==> src/rtl/seq_divider_pkg.sv <==
// seq_divider_pkg
// Shared definitions for the sequential divider: FSM state encoding and
// helpers that build the width-dependent special-case constants
// (all-ones and most-negative) for any operand width up to MAX_W.
package seq_divider_pkg;

    typedef enum logic [1:0] {
        IDLE = 2'd0,
        CALC = 2'd1,
        FIX  = 2'd2,
        DONE = 2'd3
    } state_t;

    localparam int MAX_W = 256;

    // All ones in the low w bits.
    function automatic logic [MAX_W-1:0] all_ones(input int w);
        return (MAX_W'(1) << w) - MAX_W'(1);
    endfunction

    // Two's-complement most-negative value for width w (only the MSB set).
    function automatic logic [MAX_W-1:0] most_neg(input int w);
        return MAX_W'(1) << (w - 1);
    endfunction

endpackage

==> src/rtl/seq_divider_div_step.sv <==
// div_step
// One restoring-division iteration. The partial remainder is shifted left
// with the next dividend bit (MSB of quo_in) brought in, then a trial
// subtract of the divisor decides the quotient bit. The quotient bit is
// shifted into the low end of the dividend/quotient register.
// Ports:
//   rem_in   [N:0]   partial remainder before this step
//   quo_in   [N-1:0] dividend bits still to consume / quotient bits so far
//   divisor  [N-1:0] divisor magnitude
//   rem_out  [N:0]   partial remainder after this step
//   quo_out  [N-1:0] quo_in shifted left with the new quotient bit
module div_step #(
    parameter int N = 64
) (
    input  logic [N:0]   rem_in,
    input  logic [N-1:0] quo_in,
    input  logic [N-1:0] divisor,
    output logic [N:0]   rem_out,
    output logic [N-1:0] quo_out
);

    logic [N+1:0] shifted;
    logic [N+1:0] trial;
    logic         q_bit;

    always_comb begin
        shifted = {rem_in, quo_in[N-1]};
        trial   = shifted - {2'b00, divisor};
        // No borrow out of the top bit means the divisor fit.
        q_bit   = ~trial[N+1];
        rem_out = q_bit ? trial[N:0] : shifted[N:0];
        quo_out = {quo_in[N-2:0], q_bit};
    end

endmodule

==> src/rtl/seq_divider.sv <==
// seq_divider
// Multi-cycle signed/unsigned integer divider. Divides operand magnitudes
// with a restoring algorithm, one quotient bit per clock, then fixes the
// result signs. Divide-by-zero and signed overflow bypass the iteration.
// Ports:
//   clk        clock, rising edge
//   rst_n      asynchronous active-low reset
//   start      request a division (sampled only in IDLE)
//   is_signed  1 = two's-complement, 0 = unsigned
//   dividend   numerator, captured on acceptance
//   divisor    denominator, captured on acceptance
//   busy       high in CALC and FIX
//   done       one-cycle pulse in DONE; results valid
//   quotient   result, held until overwritten by the next operation
//   remainder  result, held until overwritten by the next operation
//
// state | meaning
// IDLE  | waiting for start
// CALC  | one restoring iteration per cycle, N cycles
// FIX   | apply result signs and publish quotient/remainder
// DONE  | done pulse, then back to IDLE
module seq_divider
    import seq_divider_pkg::*;
#(
    parameter int N = 64
) (
    input  logic         clk,
    input  logic         rst_n,
    input  logic         start,
    input  logic         is_signed,
    input  logic [N-1:0] dividend,
    input  logic [N-1:0] divisor,
    output logic         busy,
    output logic         done,
    output logic [N-1:0] quotient,
    output logic [N-1:0] remainder
);

    localparam int CW = $clog2(N);
    localparam logic [N-1:0] ALL_ONES = N'(all_ones(N));
    localparam logic [N-1:0] MOST_NEG = N'(most_neg(N));

    state_t        state, state_nx;
    logic [CW-1:0] cnt;
    logic [N:0]    rem;
    logic [N-1:0]  quo;
    logic [N-1:0]  dsr;
    logic          neg_q, neg_r;

    logic          sgn_a, sgn_b;
    logic [N-1:0]  mag_a, mag_b;
    logic          div_zero, ovf;
    logic [N:0]    rem_step;
    logic [N-1:0]  quo_step;

    assign sgn_a    = is_signed & dividend[N-1];
    assign sgn_b    = is_signed & divisor[N-1];
    // The most-negative dividend negates to itself, which read as unsigned
    // is exactly its magnitude 2^(N-1).
    assign mag_a    = sgn_a ? -dividend : dividend;
    assign mag_b    = sgn_b ? -divisor  : divisor;
    assign div_zero = (divisor == '0);
    assign ovf      = is_signed & (dividend == MOST_NEG) & (divisor == ALL_ONES);

    div_step #(.N(N)) u_step (
        .rem_in  (rem),
        .quo_in  (quo),
        .divisor (dsr),
        .rem_out (rem_step),
        .quo_out (quo_step)
    );

    always_ff @(posedge clk or negedge rst_n) begin
        if (!rst_n) state <= IDLE;
        else        state <= state_nx;
    end

    always_comb begin
        state_nx = state;
        unique case (state)
            IDLE: if (start) state_nx = (div_zero | ovf) ? FIX : CALC;
            CALC: if (cnt == '0) state_nx = FIX;
            FIX:  state_nx = DONE;
            DONE: state_nx = IDLE;
            default: state_nx = IDLE;
        endcase
    end

    always_comb begin
        busy = (state == CALC) | (state == FIX);
        done = (state == DONE);
    end

    always_ff @(posedge clk or negedge rst_n) begin
        if (!rst_n) begin
            cnt       <= '0;
            rem       <= '0;
            quo       <= '0;
            dsr       <= '0;
            neg_q     <= 1'b0;
            neg_r     <= 1'b0;
            quotient  <= '0;
            remainder <= '0;
        end else begin
            unique case (state)
                IDLE: if (start) begin
                    cnt <= CW'(N - 1);
                    dsr <= mag_b;
                    // Special cases preload the final result and clear the
                    // sign flags so FIX passes the values through untouched.
                    if (div_zero) begin
                        quo   <= ALL_ONES;
                        rem   <= {1'b0, dividend};
                        neg_q <= 1'b0;
                        neg_r <= 1'b0;
                    end else if (ovf) begin
                        quo   <= dividend;
                        rem   <= '0;
                        neg_q <= 1'b0;
                        neg_r <= 1'b0;
                    end else begin
                        quo   <= mag_a;
                        rem   <= '0;
                        neg_q <= sgn_a ^ sgn_b;
                        neg_r <= sgn_a;
                    end
                end
                CALC: begin
                    rem <= rem_step;
                    quo <= quo_step;
                    cnt <= cnt - CW'(1);
                end
                FIX: begin
                    quotient  <= neg_q ? -quo : quo;
                    remainder <= neg_r ? -rem[N-1:0] : rem[N-1:0];
                end
                default: ;
            endcase
        end
    end

endmodule

==> config.mk <==
export PLATFORM = sky130hd
export DESIGN_NAME = seq_divider
export DESIGN_NICKNAME = d
export VERILOG_FILES = /design/src/rtl/seq_divider_pkg.sv /design/src/rtl/seq_divider_div_step.sv /design/src/rtl/seq_divider.sv
export SDC_FILE = /design/constraint.sdc
export NUM_CORES = 1
export LEC_CHECK = 0
export ABC_AREA = 1
export CAP_MARGIN = 20
export CORE_ASPECT_RATIO = 2
export CORE_MARGIN = 2
export CORE_UTILIZATION = 40
export DETAILED_ROUTE_END_ITERATION = 10
export GPL_TIMING_DRIVEN = 0
export PLACE_DENSITY = 0.6
export SKIP_LAST_GASP = 1
export SLEW_MARGIN = 30
export SYNTH_ARGS = -nofsm -noshare
export SYNTH_HDL_FRONTEND = slang
export SYNTH_SLANG_ARGS = --single-unit
==> constraint.sdc <==
create_clock -name clk -period 3.01 [get_ports clk]
set_input_delay 0.602 -clock clk [delete_from_list [all_inputs] [get_ports clk]]
set_output_delay 0.602 -clock clk [all_outputs]
set_load 0.02 [all_outputs]
# Word level (Yosys, flattened, before mapping)

Index checks and enable logic that the tools add are counted.

Output and inout bits: 130
Word-level logic and storage cells: 59
Flip-flop bits (word level): 331
Bits of input ports: 132

Reductions and logical operators: 7
Equality and inequality tests: 7
Mux-type cells: 22
Add/sub/neg operators: 6
Bitwise gates (word level): 8

Operators by type and width:

| kind                                                 | number |
|---|---|
| two-way mux 64 bit                                   | 8 |
| negator 64 bit                                       | 4 |
| two-way mux 65 bit                                   | 2 |
| one-hot mux 65 bit (2 select lines)                  | 1 |
| equality test 64 bit (second input constant)         | 2 |
| one-hot mux 64 bit (2 select lines)                  | 1 |
| subtractor 66 x 64 -> 66 bit                         | 1 |
| zero test 64 bit                                     | 1 |
| one-hot mux 6 bit (2 select lines)                   | 1 |
| one-hot mux 2 bit (4 select lines)                   | 1 |
| zero test 6 bit                                      | 1 |
| two-way mux 2 bit                                    | 3 |
| two-way mux 6 bit                                    | 1 |
| AND reduction 2 bit                                  | 3 |
| subtractor 6 x 1 -> 6 bit (second input constant)    | 1 |
| bitwise AND 1 bit                                    | 4 |
| equality test 2 bit (second input constant)          | 2 |
| two-way mux 1 bit                                    | 4 |
| != test 2 bit (second input constant)                | 2 |
| equality test 2 x 1 -> 1 bit (second input constant) | 1 |
| zero test 2 bit                                      | 1 |
| bitwise OR 1 bit                                     | 2 |
| nonzero test 2 bit                                   | 1 |
| NOT 1 bit                                            | 1 |
| XOR 1 bit                                            | 1 |

# Logic depth before layout (Yosys ltp)

Gate-level depths: netlist of run 1.

Depth in word-level cells: 7
Mapped depth: 21
Gate-level depth less buffers: 20

# Hierarchy

From an unflattened synthesis of run 1, not the netlist that was laid out.

Cells, all modules: 5272
Area total of the unflattened synthesis: 31810.5 µm²

Modules (own cells, without submodules):

| module      | seq. area each (µm²) | cells each | area an instance (µm²) | instances |
|---|---|---|---|---|
| seq_divider | 8282.9               | 3555       | 23127.2                | 1 |
| div_step    | 0.0                  | 1717       | 8683.3                 | 1 |

# Worst setup path before layout of run 1

Ideal clock, no wire load.

Path kind: input-to-reg
Start point: input port dividend[1]
End point: register quo[7]
Setup slack: 0.567 ns
Path buffers: 1
Setup time: 0.130 ns
Stages on the path: 15
Data required time: 2.880 ns
Data arrival time: 2.313 ns
Path through: inv_1 ha_1 inv_2 nor3_2 inv_2 nor2_4 nand2_1 nor2_2 nand3_1 nand3b_4 buf_2 a21oi_1 o21ai_1 nand2_1 o21ai_1

Longest elaborated chain between the ends: 7
Elaborated cells on any way between the ends: 9
Classes of those cells: add/sub (1); eq/ne (1); mux (5); bitwise (2)

Ends and longest elaborated chain:

| what                                                   | line               | text |
|---|---|---|
| start: declaration                                     | seq_divider.sv:31  | `input logic [N-1:0] dividend,` |
| branches (longest 3 deep; another with negator 64 bit) | --                 |  |
| two-way mux 64 bit (*)                                 | seq_divider.sv:116 | `end else if (ovf) begin` |
| two-way mux 64 bit (*)                                 | seq_divider.sv:111 | `if (div_zero) begin` |
| two-way mux 64 bit (*)                                 | seq_divider.sv:106 | `IDLE: if (start) begin` |
| one-hot mux 64 bit (2 select lines) (*)                | seq_divider.sv:105 | `unique case (state)` |
| end signal: assignment                                 | seq_divider.sv:117 | `quo <= dividend;` |
| end signal: assignment                                 | seq_divider.sv:122 | `quo <= mag_a;` |
| end signal: assignment                                 | seq_divider.sv:130 | `quo <= quo_step;` |
| end: declaration                                       | seq_divider.sv:46  | `logic [N-1:0] quo;` |

Every way passes the cells marked *. The select of a mux whose other input is x is not followed.
A chain may end at the register's enable or synchronous reset.

# Final worst setup path of run 1

Start point: register rem[47]
End point: register remainder[50]

Longest elaborated chain between the ends: 2

Ends and longest elaborated chain:

| what                     | line               | text |
|---|---|---|
| start: declaration       | seq_divider.sv:45  | `logic [N:0] rem;` |
| start signal: assignment | seq_divider.sv:113 | `rem <= {1'b0, dividend};` |
| start signal: assignment | seq_divider.sv:129 | `rem <= rem_step;` |
| negator 64 bit           | seq_divider.sv:135 | `remainder <= neg_r ? -rem[N-1:0] : rem[N-1:0];` |
| two-way mux 64 bit       | seq_divider.sv:135 |  |
| end signal: assignment   | seq_divider.sv:135 |  |
| end: declaration         | seq_divider.sv:36  | `output logic [N-1:0] remainder` |

Every way passes these cells.

==> results of run 1 <==
-- per-stage QoR --
stage / cells / total power (uW)
floorplan: 4953 / 28640
finish: 6285 / 49560
global route: 6282 / 52610
CTS: 6251 / 47280
detailed placement: 6155 / 41210
global placement: 6149 / 40840
-- kinds of logic after synthesis --
family,synth area share (%)
multiplexers,0.06672
buffers and inverters,12.09
adder cells (fa/ha/maj),3.194
XOR/XNOR,6.013
flip-flops,27.61
AND/OR/NAND/NOR,39.61
AO/OA/AOI/OAI,11.41
-- placed cells by master, fill, tap and decap left out, drive strengths merged, types with 75 or more instances in the layout --
| cell type | n |
|---|---|
| nor3 | 76 |
| inv | 763 |
| nand3 | 438 |
| nor2 | 574 |
| clkdlybuf4s50 | 256 |
| o21ai | 344 |
| buf | 116 |
| ha | 75 |
| a21oi | 170 |
| xor2 | 168 |
| nand2 | 1525 |
| nand4 | 99 |
| clkbuf | 168 |
| dfrtp | 331 |
-- registers in the layout, indices dropped and copies added (netlist names) --
register and count:
cnt 6, state 2, neg_q 1, remainder 64
dsr 64, neg_r 1, quo 64, rem 65
quotient 64
-- cell usage after synthesis, types with 3 or more instances --
library cell,number
a21oi_2,53
and3_1,3
xnor2_1,38
a21oi_1,117
o41ai_1,4
nand3b_1,20
clkbuf_1,116
xor2_1,168
a31oi_1,48
nand3_2,14
clkinv_1,6
inv_2,35
o21ai_1,123
a21o_1,3
inv_1,726
and2_1,5
or2_2,9
nor3_2,8
o21ai_0,221
buf_2,16
o31ai_1,8
nor2_4,4
o211ai_1,14
buf_6,6
nor3b_1,4
nand2_1,1518
nor2_1,560
buf_8,4
nor2_2,9
buf_1,24
nand4_1,98
ha_1,75
nand3_1,422
nor4_1,35
dfrtp_1,331
nand2_2,6
nor3_1,67
o21bai_1,12
-- per-layer routing --
layer  vias up  share of wire (%)  global-route usage, %  wire length, um
li1      16456                  -                      -                -
met1     16179                 27                  35.79            48270
met2      1722                 50                  81.46            87990
met3       966                5.8                  9.968            10250
met4         6                 17                  61.09            29710
met5         -              0.028                 0.3249               49
-- area by class of cell --
| type | count | share of cell area (%) |
|---|---|---|
| multi-input combinational | 3687 | 52.29 |
| sequential | 331 | 22.44 |
| timing repair buffer | 330 | 8.833 |
| inverter | 768 | 7.857 |
| tap | 936 | 3.162 |
| clock buffer | 50 | 2.820 |
| buffer | 165 | 2.253 |
| clock inverter | 11 | 0.2871 |
| antenna | 6 | 0.04053 |
| timing repair inverter | 1 | 0.02364 |
-- critical path: stages, from the launching register on --
cell and delay [ps]:
dfrtp_2 450, buf_4 180, nor2_1 160, nand3_1 300, nor4_2 850, nand4_1 610, xor2_1 310, nand2_1 80
a31oi_1 90
-- repair_timing --
action,4_1_cts,5_1_grt
gates resized for setup,188,138
hold buffers,1,0
hold endpoints to repair,42,0
setup buffers,34,28
endpoints found under the setup margin,209,211
cloned,0,1
pin swaps,22,16
-- power breakdown --
| part | internal (uW) | switching [uW] |
|---|---|---|
| combinational | 11500 | 24000 |
| clock | 2530 | 2130 |
| sequential | 6700 | 2670 |
| total | 20800 | 28800 |
-- path summary, 6_finish.rpt --
path                                   start       endpoint  slack (ps)
worst min register to register  quotient[49]   quotient[49]         480
worst max-delay path                 rem[47]  remainder[50]        -170
min in group asynchronous              rst_n         dsr[4]         530
worst min-delay path            quotient[49]   quotient[49]         480
max in group asynchronous              rst_n        quo[56]         980
worst max register to register       rem[47]  remainder[50]        -170
==> flow_metrics.py, run 1 <==
metrics = {
    "finish": {
        "final_area_mm2": 0.03704,
        "nets": 5527,
        "multi_input_comb_area_mm2": 0.01937,
        "area_growth_pct": 23.46,
        "postLayoutCoreUtil_pct": 49.64,
        "num-fill-cells": 7860,
        "layout-drive-gt1-share_pct": 10.42,
        "final-seq-area_mm2": 0.008312,
    },
    "flow_run": {
        "cap_violations": 0,
    },
    "timing": {
        "fmaxAchievable_ghz": 0.3144,
        "slew_headroom_pct": 22.29,
        "drv_slew": 0,
        "post-route-min-period_ps": 3181,
        "whs_ps": 476.6,
        "setup_tns_ps": -1894,
        "setup_viol": 45,
        "finalHoldViolations": 0,
        "worst_slack_ps": -170.9,
        "period_share_pct": 105.7,
        "worst_pin_slew_ps": 1166,
        "rsz0062_at_grt": "yes",
        "finClkSkew_ps": 20.68,
    },
    "floorplan": {
        "coreArea_mm2": 0.07462,
        "die_w_um": 197.7,
        "row_count": 142,
        "initial_core_util_pct": 40.21,
        "ioPinCount": 262,
        "die_h_um": 391.3,
        "die-area_mm2": 0.07735,
    },
    "logic_synthesis": {
        "ys_types": 58,
        "synth-main-ff-cell": "dfrtp_1",
        "synth_nets": 5161,
        "synth_area_leader_cell": "dfrtp_1",
        "syn_inst": 4953,
        "synth_area_leaders": "dfrtp_1 (28%), nand2_1 (19%), inv_1 (9.1%), nand3_1 (7.0%), nor2_1 (7.0%)",
        "synth_area_mm2": 0.03001,
        "syn_avg_cell_area_um2": 6.058,
        "yosysWarningCount": 0,
        "synth_seq_cells": 331,
        "ys_seq_area_share_pct": 27.61,
        "netlist.area_leader.share_pct": 27.61,
        "synthArstFlopShare_pct": 100.0,
        "synth-edff-count": 0,
    },
    "grt": {
        "antenna_found_initial": 8,
        "grt_pass1_wl_um": 247100,
        "track_usage_pct": 45.76,
        "grt_pass1_vias": 36062,
        "grt_overflow_total": 0,
        "grt_max_degree": 80,
    },
    "outcome": {
        "violations": "negative setup slack",
        "outcome": "finished with violations",
    },
    "power_and_ir_drop": {
        "p_per_area_mw_per_mm2": 1338,
        "vdd_drop_max_uv": 541.6,
        "p_leak_uw": 0.01784,
    },
    "routing": {
        "via_per_inst": 5.621,
        "vias": 35329,
        "first_pass_iters": 6,
        "drt_iter0_drc": 2537,
        "wirelength_um": 176300,
        "wl_per_cell_um": 28.05,
        "drc": 0,
        "antenna_left": 0,
    },
    "cts": {
        "cts.htree.levels": 2,
        "cts_tree": "yes",
        "cts_buffers": 35,
        "cts_buffer_depth": 3,
        "clock_latency_ps": 590,
        "cts_sinks": 331,
        "cts-root-buf": "clkbuf_16",
        "clk_pin_slew_ps": 70,
    },
    "hold_path": {
        "min_path_cells": 2,
        "hold_path_class": "flip-flop to flip-flop",
    },
    "worst_setup_path": {
        "critical_path.max_fanout": 5,
        "end_kind": "flip-flop",
        "critical_path_arrival_ps": 3620,
        "worstPathRequired_ps": 3440,
        "criticalPathCategory": "flip-flop to flip-flop",
        "r2r_cells": 8,
        "startpoint_type": "flip-flop",
    },
    "place": {
        "pre_cts_ws_ps": -2025,
        "finalWeightedCongestion": 1.110,
        "hpwl_um": 145400,
        "dpl_cell_area_mm2": 0.03397,
        "port_buffers": 260,
    },
}
Power figures use the tool's default switching activity.
==> run 2: changes to the inputs <==
--- a/config.mk
+++ b/config.mk
@@ -5,14 +5,13 @@
 export SDC_FILE = /design/constraint.sdc
 export NUM_CORES = 1
 export LEC_CHECK = 0
-export ABC_AREA = 1
 export CAP_MARGIN = 20
 export CORE_ASPECT_RATIO = 2
 export CORE_MARGIN = 2
 export CORE_UTILIZATION = 40
 export DETAILED_ROUTE_END_ITERATION = 10
 export GPL_TIMING_DRIVEN = 0
-export PLACE_DENSITY = 0.6
+export PLACE_DENSITY = 0.61
 export SKIP_LAST_GASP = 1
 export SLEW_MARGIN = 30
 export SYNTH_ARGS = -nofsm -noshare
==> run 2 against run 1 <==
Net effect: the run still ends with negative setup slack left; count of clock-buffer cells in the layout stayed put; die area shrank 21%; final area shrank 9.3%; sequential share of layout area is 2.4 points higher; combinational power is 3% lower; register-to-register slack got worse by 290 ps; setup slack worse by 290 ps; cell count shrank 34%; hold slack worse by 120 ps; critical path depth grew 2; core utilization is 8.1 points higher; first-iteration DRC count is 23% lower; critical endpoint is now quotient[55].
==> flow_metrics.py, run 2 <==
metrics = {
    "timing": {
        "finClkSkew_ps": 25.77,
        "rsz0062_at_grt": "yes",
        "worst_pin_slew_ps": 1371,
        "setup_viol": 152,
        "fmaxAchievable_ghz": 0.2881,
        "drv_slew": 0,
        "period_share_pct": 115.3,
        "post-route-min-period_ps": 3472,
        "worst_slack_ps": -461.6,
        "finalHoldViolations": 0,
        "slew_headroom_pct": 8.628,
    },
    "grt": {
        "busiest_layer": "met2",
        "grt_max_degree": 89,
        "use_met2_pct": 64.21,
        "track_usage_pct": 35.98,
        "antenna_found_initial": 9,
        "grt_pass1_wl_um": 161700,
        "use_met3_pct": 5.629,
        "grt_overflow_total": 0,
        "grtUsageMet1_pct": 35.86,
        "grt_pass1_vias": 25330,
    },
    "logic_synthesis": {
        "synthAdderAreaFrac_pct": 4.068,
        "ys_seq_area_share_pct": 35.15,
        "syn_avg_cell_area_um2": 8.187,
        "ys_types": 77,
        "yosysWarningCount": 0,
        "synth_xor_area_share_pct": 11.30,
        "synth_commonest_cells": "a21oi_1 (366), dfrtp_1 (331), nor2_1 (283)",
        "synth_top_family_by_area": "compound AO/OA/AOI/OAI gates",
        "synth-simple-area-share_pct": 18.96,
        "synth_area_leader_cell": "dfrtp_1",
        "synth_seq_cells": 331,
        "yosysMostFrequentCell": "a21oi_1",
        "synth-main-ff-cell": "dfrtp_1",
        "syn_inst": 2878,
        "synth_area_leaders": "dfrtp_1 (35%), a21oi_1 (7.8%), xor2_1 (7.2%), o21ai_0 (5.4%), nor2_1 (4.5%)",
        "synth-compound-area-share_pct": 23.04,
        "synth_nets": 3086,
        "synth-edff-count": 0,
        "synth_area_mm2": 0.02356,
        "synthArstFlopShare_pct": 100.0,
        "netlist.area_leader.share_pct": 35.15,
        "yosys-mux-area-fraction_pct": 3.021,
    },
    "worst_setup_path": {
        "worstReg2RegEnd": "quotient[55]",
        "slowest_stage": "or4_4",
        "crit_chain": "or4_4, nor4_4, nand3_2, or2_1, or3_4, o31a_1, a21oi_4, buf_4, xnor2_1, mux2_2",
        "startpoint_type": "flip-flop",
        "critical_path_arrival_ps": 3930,
        "r2r_slack_ps": -460,
        "r2r-start": "quo[0]",
        "end_kind": "flip-flop",
        "max_stage_delay_ps": 590,
        "critical_path.max_fanout": 4,
        "r2r_cells": 10,
        "worstPathRequired_ps": 3460,
        "criticalPathCategory": "flip-flop to flip-flop",
    },
    "flow_run": {
        "cap_violations": 0,
    },
    "routing": {
        "via_per_inst": 6.046,
        "drc": 0,
        "wirelength_um": 114100,
        "vias": 24962,
        "first_pass_iters": 6,
        "drt_iter0_drc": 1964,
        "wl_per_cell_um": 27.64,
        "antenna_left": 0,
    },
    "floorplan": {
        "initial_core_util_pct": 40.50,
        "die_h_um": 347.2,
        "row_count": 125,
        "die-area_mm2": 0.06098,
        "ioPinCount": 262,
        "coreArea_mm2": 0.05818,
        "die_w_um": 175.6,
    },
    "power_and_ir_drop": {
        "p_sw_uw": 24410,
        "p_per_area_mw_per_mm2": 1442,
        "pwr-share-clk_pct": 9.4,
        "combPwrFrac_pct": 70.8,
        "swShare_pct": 50.37,
        "pwr-share-seq_pct": 19.8,
        "power_uw": 48470,
        "vdd_drop_max_uv": 658.3,
        "p_int_uw": 24060,
        "p_leak_uw": 0.01308,
    },
    "outcome": {
        "outcome": "finished with violations",
        "violations": "negative setup slack",
    },
    "cts": {
        "cts_sinks": 331,
        "cts_buffers": 34,
        "cts_buffer_depth": 3,
        "cts-root-buf": "clkbuf_16",
        "clock_latency_ps": 580,
        "cts.htree.levels": 2,
        "clk_pin_slew_ps": 70,
        "cts_tree": "yes",
    },
    "hold_path": {
        "min_from": "dividend[27]",
        "min_path_cells": 3,
        "whs_endpoint": "quo[27]",
        "hold_path_class": "input pin to flip-flop",
    },
    "finish": {
        "nets": 3546,
        "num-fill-cells": 5311,
        "layout_common_cells": "a21oi_1 (308), dfrtp_1 (271), nor2_1 (267)",
        "layout-drive-gt1-share_pct": 26.17,
        "final_common_cell": "a21oi_1",
        "postLayoutCoreUtil_pct": 57.78,
        "largest_register_ffs": 65,
        "area_growth_pct": 42.67,
        "top_register": "rem",
    },
    "place": {
        "finalWeightedCongestion": 0.9921,
        "hpwl_um": 86140,
        "pre_cts_ws_ps": -2285,
        "port_buffers": 260,
    },
}
-- run 2: cell families (layout without fill, tap and decap cells) --
family	after synthesis	after routing
xor gates and xnor gates	304	304
buffers and inverters	271	754
AOI/OAI and AO/OA	908	908
and+or+nand+nor	921	922
muxes	67	67
other	0	5
DFF	331	331
adders and majority gates	76	76
-- run 2: cell type report --
cell class | instances | area (um^2) | area share (%)
Sequential cell | 331 | 8358 | 24.86
Clock inverter | 10 | 155.1 | 0.4615
Inverter | 108 | 409.1 | 1.217
Tap cell | 762 | 953.4 | 2.836
Timing Repair Buffer | 452 | 4390 | 13.06
Clock buffer | 50 | 992.2 | 2.952
Antenna cell | 5 | 12.51 | 0.03722
Multi-Input combinational cell | 2277 | 17490 | 52.02
Buffer | 134 | 859.6 | 2.557
-- run 2: worst max-delay path, delay by kind of cell (launching register included) --
family,cells,cell delay (ps)
muxes,1,270
AOI/OAI and AO/OA,2,540
buffers and inverters,1,140
xor gates and xnor gates,1,60
DFF,1,540
and+or+nand+nor,5,1780
-- run 2: per-stage QoR --
step / TNS (ps) / hold WS [ps] / area (um^2) / std cells
global route: -39540 / 371.1 / 33620 / 4129
floorplan: -23280 / 306.4 / 24020 / 2878
finish: -31440 / 351.9 / 33620 / 4129
CTS: -26930 / 326.1 / 30920 / 4034
detailed placement: -315660 / 443.9 / 27730 / 3906
global placement: -4725940 / 462.8 / 27570 / 3900
-- run 2: worst max path at each step --
stage | start | to | slack [ps] | depth (start not counted)
after floorplan | dividend[45] | quo[59] | -390 | 12
after global placement | rst_n | quotient[54] | -13310 | 1
after detailed placement | dividend[0] | quo[55] | -2280 | 12
after CTS | dsr[0] | rem[58] | -310 | 13
after global routing | quo[0] | quotient[55] | -500 | 10
final | quo[0] | quotient[55] | -460 | 10
-- run 2: layer usage --
layer / part of all wire [%] / vias up / wire length (um)
li1: - / 11183 / -
met1: 34 / 12170 / 38290
met2: 51 / 1142 / 57970
met3: 5.3 / 467 / 6053
met4: 10 / 0 / 11820
met5: 0 / - / 0
-- run 2: power groups by stage --
stage	clock network (uW)	registers (uW)	logic, uW
detailed placement	0	9400	26600
floorplan	0	9390	16500
global route	4750	9840	36400
finish	4530	9620	34300
CTS	4600	9390	29500
global placement	0	9350	26400
-- run 2: timing repair --
action	in CTS	in global routing
endpoints found under the setup margin	252	221
gates cloned	5	6
hold endpoints to repair	12	0
pin swaps	91	196
buffers inserted	88	94
hold buffers	1	0
gates resized for setup	495	472
